==> config.mk <==
export PLATFORM = sky130hd
export DESIGN_NAME = instr_fetch_stage
export DESIGN_NICKNAME = d
export VERILOG_FILES = /design/src/rtl/instr_fetch_stage.sv
export SDC_FILE = /design/constraint.sdc
export NUM_CORES = 1
export LEC_CHECK = 0
export BUFFER_PORTS_ARGS = -buffer_cell sky130_fd_sc_hd__buf_4
export CELL_PAD_IN_SITES_DETAIL_PLACEMENT = 0
export CELL_PAD_IN_SITES_GLOBAL_PLACEMENT = 2
export CORE_MARGIN = 2
export CORE_UTILIZATION = 32
export CTS_BUF_LIST = sky130_fd_sc_hd__clkbuf_4 sky130_fd_sc_hd__clkbuf_8
export CTS_CLUSTER_DIAMETER = 100
export DETAILED_ROUTE_END_ITERATION = 7
export GPL_TIMING_DRIVEN = 0
export PLACE_DENSITY = 0.9
export SETUP_SLACK_MARGIN = 0.1
export SLEW_MARGIN = 20
export SYNTH_ARGS = -nofsm -noshare
export SYNTH_HDL_FRONTEND = slang
export SYNTH_SLANG_ARGS = --single-unit
==> constraint.sdc <==
create_clock -name clk -period 2.6 [get_ports clk]
set_input_delay 0.52 -clock clk [delete_from_list [all_inputs] [get_ports clk]]
set_output_delay 0.52 -clock clk [all_outputs]
set_load 0.01 [all_outputs]
==> src/rtl/instr_fetch_stage.sv <==
// MIPS IF stage: PC generation, single-outstanding valid/ready fetch, and the IF/ID register.
// Optional macro IF_PERF_CNT_EN adds fetch and stall performance counters.
module instr_fetch_stage #(
  parameter int                  PC_WIDTH = 32,
  parameter logic [PC_WIDTH-1:0] RESET_PC = '0
) (
  input  logic                clk,
  input  logic                reset,
  output logic                imem_req_valid,
  input  logic                imem_req_ready,
  output logic [PC_WIDTH-1:0] imem_addr,
  input  logic                imem_rsp_valid,
  input  logic [31:0]         imem_rsp_data,
  input  logic                id_stall,
  input  logic                redirect_valid,
  input  logic [PC_WIDTH-1:0] redirect_pc,
  output logic                if_id_valid,
  output logic [31:0]         if_id_instr,
  output logic [PC_WIDTH-1:0] if_id_pc_plus_4,
`ifdef IF_PERF_CNT_EN
  output logic [31:0]         perf_fetch_cnt,
  output logic [31:0]         perf_stall_cnt,
`endif
  output logic [1:0]          dbg_state
);

  // Handshake: a request transfers on a cycle where imem_req_valid && imem_req_ready;
  // while waiting for ready, valid stays high and imem_addr stays stable (redirect excepted).
  // Responses return in order, one per accepted request, flagged by imem_rsp_valid.
  typedef enum logic [1:0] {
    S_REQ  = 2'd0,
    S_WAIT = 2'd1,
    S_HOLD = 2'd2,
    S_DROP = 2'd3
  } state_t;

  state_t              state, state_n;
  logic [PC_WIDTH-1:0] pc, pc_n;
  logic [31:0]         hold_instr, hold_instr_n;
  logic [PC_WIDTH-1:0] hold_pc4, hold_pc4_n;
  logic                load_en;
  logic [31:0]         load_instr;
  logic [PC_WIDTH-1:0] load_pc4;
  logic                accept;
  logic [PC_WIDTH-1:0] redirect_aligned;

  assign imem_req_valid   = (state == S_REQ) && !reset;
  assign imem_addr        = pc;
  assign accept           = imem_req_valid && imem_req_ready;
  assign redirect_aligned = {redirect_pc[PC_WIDTH-1:2], 2'b00};
  assign dbg_state        = state;

  always_comb begin
    state_n      = state;
    pc_n         = pc;
    hold_instr_n = hold_instr;
    hold_pc4_n   = hold_pc4;
    load_en      = 1'b0;
    load_instr   = imem_rsp_data;
    load_pc4     = pc;  // pc already advanced past the outstanding fetch
    case (state)
      S_REQ: begin
        if (accept) begin
          pc_n    = pc + PC_WIDTH'(4);
          state_n = S_WAIT;
        end
      end
      S_WAIT: begin
        if (imem_rsp_valid) begin
          if (!if_id_valid || !id_stall) begin
            load_en = 1'b1;
            state_n = S_REQ;
          end else begin
            hold_instr_n = imem_rsp_data;
            hold_pc4_n   = pc;
            state_n      = S_HOLD;
          end
        end
      end
      S_HOLD: begin
        if (!id_stall) begin
          load_en    = 1'b1;
          load_instr = hold_instr;
          load_pc4   = hold_pc4;
          state_n    = S_REQ;
        end
      end
      S_DROP: begin
        if (imem_rsp_valid) state_n = S_REQ;
      end
      default: state_n = S_REQ;
    endcase
    // Redirect wins over everything; a request still in flight must be drained in S_DROP.
    if (redirect_valid) begin
      pc_n         = redirect_aligned;
      load_en      = 1'b0;
      hold_instr_n = '0;
      hold_pc4_n   = '0;
      if ((state == S_WAIT && !imem_rsp_valid) ||
          (state == S_REQ  && accept) ||
          (state == S_DROP && !imem_rsp_valid))
        state_n = S_DROP;
      else
        state_n = S_REQ;
    end
  end

  always_ff @(posedge clk) begin
    if (reset) begin
      state           <= S_REQ;
      pc              <= RESET_PC;
      hold_instr      <= '0;
      hold_pc4        <= '0;
      if_id_valid     <= 1'b0;
      if_id_instr     <= '0;
      if_id_pc_plus_4 <= '0;
    end else begin
      state      <= state_n;
      pc         <= pc_n;
      hold_instr <= hold_instr_n;
      hold_pc4   <= hold_pc4_n;
      if (load_en) begin
        if_id_valid     <= 1'b1;
        if_id_instr     <= load_instr;
        if_id_pc_plus_4 <= load_pc4;
      end else if (redirect_valid || !id_stall) begin
        if_id_valid <= 1'b0;
      end
    end
  end

`ifdef IF_PERF_CNT_EN
  always_ff @(posedge clk) begin
    if (reset) begin
      perf_fetch_cnt <= '0;
      perf_stall_cnt <= '0;
    end else begin
      if (load_en)                 perf_fetch_cnt <= perf_fetch_cnt + 32'd1;
      if (if_id_valid && id_stall) perf_stall_cnt <= perf_stall_cnt + 32'd1;
    end
  end
`endif

endmodule

==> flow_summary.ini, run 1 <==
[clock_tree]
hold_buffers = 0
cts_buffers = 17
cts.sinks = 157
htree_levels = 4
clk_pin_slew_ns = 0.11
clock_path_buffers = 2
cts_tree = done
clk_latency_ns = 0.47
cts_root_buf = clkbuf_8

[final_layout]
fillers = 2129
final_cell_mix = buf_4, dfxtp_1, nand2_1, nor2_1, a211oi_1
stdcell_count = 1290
layout.nets = 1077
area_growth_pct = 29.2
final_common_cell = buf_4
drive_above_1_share_pct = 22.3
diodes = 0

[pwr]
vdd_drop_max_mv = 0.349
pwr-share-seq_pct = 49.4
combPwrFrac_pct = 15.3
powerDensity_mw_per_mm2 = 589
switching_power_w = 0.00167
p_leak_nw = 3.59
power_frac_clock_pct = 35.3
p_sw_share_pct = 31.7
cellInternalPower_w = 0.00361

[yosys]
synth-seq-area-share_pct = 45.4
synth_flop_cell = dfxtp_1
synth_edf_count = 0
synthDistinctLibCells = 53
ys_seq_elements = 157
synthArstFlopShare_pct = 0
synthesis.area_mm2 = 0.00693
synth_area_per_cell_um2 = 8.47
synth_warnings = 0
netlist_instances = 818

[route]
wl_um = 21900
vias = 6533
first_iter_violations = 337
route.detailed.drc = 0
antenna_left = 0
wl_per_cell_um = 17.0
via_per_inst = 5.06
dr.pass1.iters = 6

[critical_path]
path_class = in -> out
end_kind = output port
cp-start-kind = input pin
reg2reg_depth = 7
cp.arrival_ns = 1.86
crit_required_ns = 2.08
worst-path-max-fanout = 10

[placed_design]
dp.cells = 1257
hpwl_um = 16300
io_buffers = 161
gp_congestion = 0.814

[sta]
hold_viol = 0
skew_ns = 0.0143
rsz0062_at_grt = true
setup_tns_ns = 0
drv_slew = 0
relSlewSlack_pct = 42.7
fmax_mhz = 421
finalSetupViolCount = 0
fin_crit_ns = 2.38
tightest_slew_ns = 0.859
post-route-period-util_pct = 91.4

[die]
boundaryPins = 170
core_mm2 = 0.0212
fp.dieW_um = 151
initial_core_util_pct = 32.7
die_area_mm2 = 0.0228
num_rows = 53
dieHeight_um = 151

[global_route]
track_usage_pct = 19.3
grt_pass1_wl_um = 33700
antenna_found_initial = 0
grt_pass1_vias = 6012
grt_max_degree = 19
grt_overflow = 0

[hold_path]
whs_path_depth = 3
hold_path.class = in -> reg

[status]
status = complete, no violations

[flow_run]
drv_cap = 0
metal layers:
| layer | vias up | wire, µm | global-route usage (%) |
|---|---|---|---|
| li1 | 3279 | - | - |
| met1 | 3074 | 10700 | 27.3 |
| met2 | 160 | 10000 | 30.4 |
| met3 | 20 | 953 | 3.49 |
| met4 | 0 | 276 | 5.09 |
| met5 | - | 0 | 0 |
through the flow:
step	area (µm²)	hold slack, ns	total power, W	utilization (%)	worst slack, ns
finish	8950	0.293	0.00528	42.3	0.225
floorplan	6940	0.436	0.00307	-	0.409
detailed placement	8490	0.446	0.00347	40.1	-0.274
CTS	8930	0.259	0.00532	42.2	0.111
global route	8950	0.254	0.00552	42.3	0.0865
global placement	8490	0.441	0.00346	40.1	-0.218
power by group through the flow:
stage | combinational, W | clock [W] | sequential [W]
6_report | 0.000805 | 0.00186 | 0.00261
5_1_grt | 0.000879 | 0.00201 | 0.00262
3_3_place_gp | 0.000800 | 0 | 0.00266
2_1_floorplan | 0.000397 | 0 | 0.00267
3_5_place_dp | 0.000802 | 0 | 0.00266
4_1_cts | 0.000809 | 0.00190 | 0.00261
repair_timing:
action	4_1_cts	5_1_grt
pin swaps	1	2
setup endpoints to repair	58	24
gates resized for setup	6	13
buffers inserted	1	0
Yosys cell counts (8+ instances only):
| master | number | area share [%] |
|---|---|---|
| a211oi_1 | 73 | 7.9 |
| nand2_1 | 146 | 7.9 |
| nor2_1 | 92 | 5.0 |
| dfxtp_1 | 157 | 45 |
| nand4_1 | 13 | 1.2 |
| xnor2_1 | 8 | 1.0 |
| inv_1 | 11 | 0.60 |
| mux2i_1 | 62 | 9.0 |
| nor4_1 | 10 | 0.90 |
| a21oi_1 | 68 | 4.9 |
| or4_1 | 8 | 0.87 |
| buf_1 | 9 | 0.49 |
| clkbuf_1 | 53 | 2.9 |
path summary, 6_finish.rpt:
kind,start,to,slack (ns)
setup / recovery,reset,imem_req_valid,0.22
hold reg to reg,hold_pc4[3],hold_pc4[3],0.46
setup reg to reg,dbg_state[1],imem_addr[20],0.25
hold / removal,imem_rsp_data[24],hold_instr[24],0.29
sequential cells by signal, summed over array words and instances, names as in the netlist:
signal,cells
imem_addr,30
if_id_instr,32
if_id_pc_plus_4,30
hold_instr,32
hold_pc4,30
if_id_valid,1
dbg_state,2
cell families (layout without fill, tap and decap cells):
kind of cell | Yosys count | in the layout | synth area share (%)
simple gates | 313 | 313 | 20.4
compound gates | 185 | 185 | 17.9
flops | 157 | 157 | 45.4
fa+ha+maj | 5 | 5 | 0.903
other cells | 1 | 4 | 0.0541
buf+inv | 84 | 278 | 4.98
xor+xnor | 10 | 10 | 1.26
mux | 63 | 63 | 9.12
final cells by class:
class,instances,area [µm²],share of cell area [%]
sequential,157,3150,35.1
timing repair buffer,162,1220,13.6
clock inverter,15,166,1.86
multi-input combinational,580,3490,39.0
buffer,73,315,3.52
inverter,11,41.3,0.461
clock buffer,17,234,2.61
tap,275,344,3.84
critical path: stages:
cell and delay [ns]:
buf_4 0.11, clkbuf_1 0.37, clkbuf_1 0.50, nor2b_1 0.17, buf_4 0.18
Power figures use the tool's default switching activity.
==> run 2: changes to the inputs <==
--- a/config.mk
+++ b/config.mk
@@ -5,16 +5,17 @@
 export SDC_FILE = /design/constraint.sdc
 export NUM_CORES = 1
 export LEC_CHECK = 0
+export ABC_AREA = 1
 export BUFFER_PORTS_ARGS = -buffer_cell sky130_fd_sc_hd__buf_4
 export CELL_PAD_IN_SITES_DETAIL_PLACEMENT = 0
 export CELL_PAD_IN_SITES_GLOBAL_PLACEMENT = 2
 export CORE_MARGIN = 2
-export CORE_UTILIZATION = 32
+export CORE_UTILIZATION = 30
 export CTS_BUF_LIST = sky130_fd_sc_hd__clkbuf_4 sky130_fd_sc_hd__clkbuf_8
 export CTS_CLUSTER_DIAMETER = 100
 export DETAILED_ROUTE_END_ITERATION = 7
 export GPL_TIMING_DRIVEN = 0
-export PLACE_DENSITY = 0.9
+export PLACE_DENSITY = 0.89
 export SETUP_SLACK_MARGIN = 0.1
 export SLEW_MARGIN = 20
 export SYNTH_ARGS = -nofsm -noshare
==> flow_summary.ini, run 2 <==
[global_route]
grt_overflow = 0
grt_pass1_vias = 7022
grt_max_degree = 17
antenna_found_initial = 0
track_usage_pct = 19.1
grt_pass1_wl_um = 39100

[placed_design]
gp_congestion = 0.878
dp_slack_ns = 0.458
io_buffers = 161
hpwl_um = 19400
dp.cells = 1571

[yosys]
synthArstFlopShare_pct = 0
synth_top_area_share_pct = 42.1
synth-seq-area-share_pct = 42.1
yosys-top-cells-count = nand2_1, dfxtp_1, o21ai_0
netlist_instances = 1083
synth_area_leaders = dfxtp_1, o21ai_0, nand2_1
synth_top_cell_by_area = dfxtp_1
yosysMostFrequentCell = nand2_1
synth_warnings = 0
synth_edf_count = 0
synth_flop_cell = dfxtp_1
synthesis.area_mm2 = 0.00747
ys_seq_elements = 157
synthDistinctLibCells = 29
synth_area_per_cell_um2 = 6.90

[clock_tree]
htree_levels = 4
cts_tree = done
clock_path_buffers = 2
cts_resized = 0
post_cts_buffers = 0
cts.sinks = 157
cts_buffers = 17
clk_latency_ns = 0.46
clk_pin_slew_ns = 0.09
hold_buffers = 0
cts_root_buf = clkbuf_8

[pwr]
pwr-share-seq_pct = 48.1
p_sw_share_pct = 31.0
vdd_drop_max_mv = 0.220
switching_power_w = 0.00170
combPwrFrac_pct = 18.8
power_frac_clock_pct = 33.0
powerDensity_mw_per_mm2 = 579
total_power_w = 0.00549
cellInternalPower_w = 0.00378
p_leak_nw = 3.92

[final_layout]
drive_above_1_share_pct = 19.8
diodes = 0
final_cell_mix = nand2_1, buf_4, o21ai_0, dfxtp_1, inv_1
stdcell_count = 1603
area_growth_pct = 26.9
layout.nets = 1341
finish.utilization_pct = 38.9
top_regs = hold_instr: 32 flops, if_id_instr: 32 flops
final_common_cell = nand2_1

[critical_path]
worstReg2RegEnd = imem_addr[31]
rr_startpoint = dbg_state[0]
cp-start-kind = flip-flop
path_cells = inv_1 > ha_1 > inv_1 > nor2_4 > buf_4
crit_buf_inv = 3
path_class = reg -> out
end_kind = output port
cp.arrival_ns = 1.52
worst-path-max-fanout = 4
critPathMaxStageDelay_ns = 0.40
slowest_stage = dfxtp_1
reg2reg_depth = 10
r2r_slack_ns = 0.62
critPathMostFrequentCell = inv_1
crit_required_ns = 2.08
cp_top_family = flip-flops

[route]
route.detailed.drc = 0
wl_um = 25100
antenna_left = 0
first_iter_violations = 478
via_per_inst = 4.62
wl_per_cell_um = 15.7
vias = 7403
dr.pass1.iters = 5

[sta]
hold_viol = 0
skew_ns = 0.0171
setup_tns_ns = 0
fin_crit_ns = 2.04
post-route-period-util_pct = 78.4
fin_ws_ns = 0.561
relSlewSlack_pct = 55.5
finalSetupViolCount = 0
fmax_mhz = 490
drv_slew = 0
tightest_slew_ns = 0.668
rsz0062_at_grt = false

[hold_path]
holdPathEnd = imem_addr[6]
hold_path.class = in -> reg
min_from = redirect_pc[6]
whs_path_depth = 3

[die]
dieHeight_um = 162
core_mm2 = 0.0244
initial_core_util_pct = 30.6
boundaryPins = 170
num_rows = 57
fp.dieW_um = 162
die_area_mm2 = 0.0262

[flow_run]
drv_cap = 0

[status]
status = complete, no violations
## run 2: cell count changes in the layout (fill, tap and decap cells not counted), sizes merged, moves of 10 or more
| cell | change |
|---|---|
| nand2 | +66 |
| nor2 | -11 |
| mux2i | -62 |
| a211oi | -51 |
| nand4 | -12 |
| nand3 | +58 |
| buf | +18 |
| clkbuf | -20 |
| inv | +138 |
| nor4 | -10 |
| o21ai | +161 |
| a21oi | +58 |
## run 2: cell type report
type | count | area (µm²)
clock inverters | 12 | 111
inverters | 158 | 593
repair buffers | 161 | 1210
plain buffers | 69 | 368
fillers | 2741 | 14900
flip-flops and latches | 157 | 3140
multi-input cells | 702 | 3380
clock buffers | 20 | 275
well taps | 324 | 405
## run 2: layer usage
layer / GRT usage [%] / part of all wire, % / up-vias
met5: 0 / 0 / -
met4: 5.27 / 1.6 / 0
met3: 3.19 / 5.5 / 25
met2: 30.7 / 46 / 225
li1: - / - / 3844
met1: 26.5 / 47 / 3309
## run 2: worst max-delay path by stage
| stage | cells after the start | slack (ns) | from | end |
|---|---|---|---|---|
| final | 5 | 0.56 | dbg_state[0] | imem_req_valid |
| after global routing | 10 | 0.40 | dbg_state[0] | imem_addr[29] |
| after CTS | 5 | 0.53 | dbg_state[0] | imem_req_valid |
| after detailed placement | 5 | 0.46 | reset | imem_addr[28] |
| after global placement | 5 | 0.46 | reset | imem_addr[28] |
| after floorplan | 10 | 1.03 | dbg_state[0] | dbg_state[0] |
## run 2: power by group through the flow
stage               Sequential (W)  Clock [W]  Combinational [W]
floorplan                  0.00271          0           0.000526
global placement           0.00270          0            0.00104
detailed placement         0.00270          0            0.00104
CTS                        0.00264    0.00186            0.00105
global route               0.00266    0.00195            0.00115
finish                     0.00264    0.00181            0.00103
## run 2: kinds of logic (layout without fill, tap and decap cells)
logic type | Yosys count | after routing | synth area share (%)
and+or+nand+nor | 365 | 365 | 21.0
AOI/OAI and AO/OA | 322 | 322 | 22.5
buffers and inverters | 227 | 420 | 12.9
DFF | 157 | 157 | 42.1
xor gates and xnor gates | 6 | 6 | 0.704
adders and majority gates | 5 | 5 | 0.838
other | 1 | 4 | 0.0502
## run 2: worst min-delay path, stage by stage
cell,delay [ns]
buf_4,0.10
nand2_1,0.05
a31oi_1,0.07
## run 2: per-stage QoR
step / cell area [µm²] / hold WS [ns]
finish: 9480 / 0.331
global route: 9480 / 0.318
CTS: 9480 / 0.301
detailed placement: 9090 / 0.437
global placement: 9090 / 0.434
floorplan: 7480 / 0.425
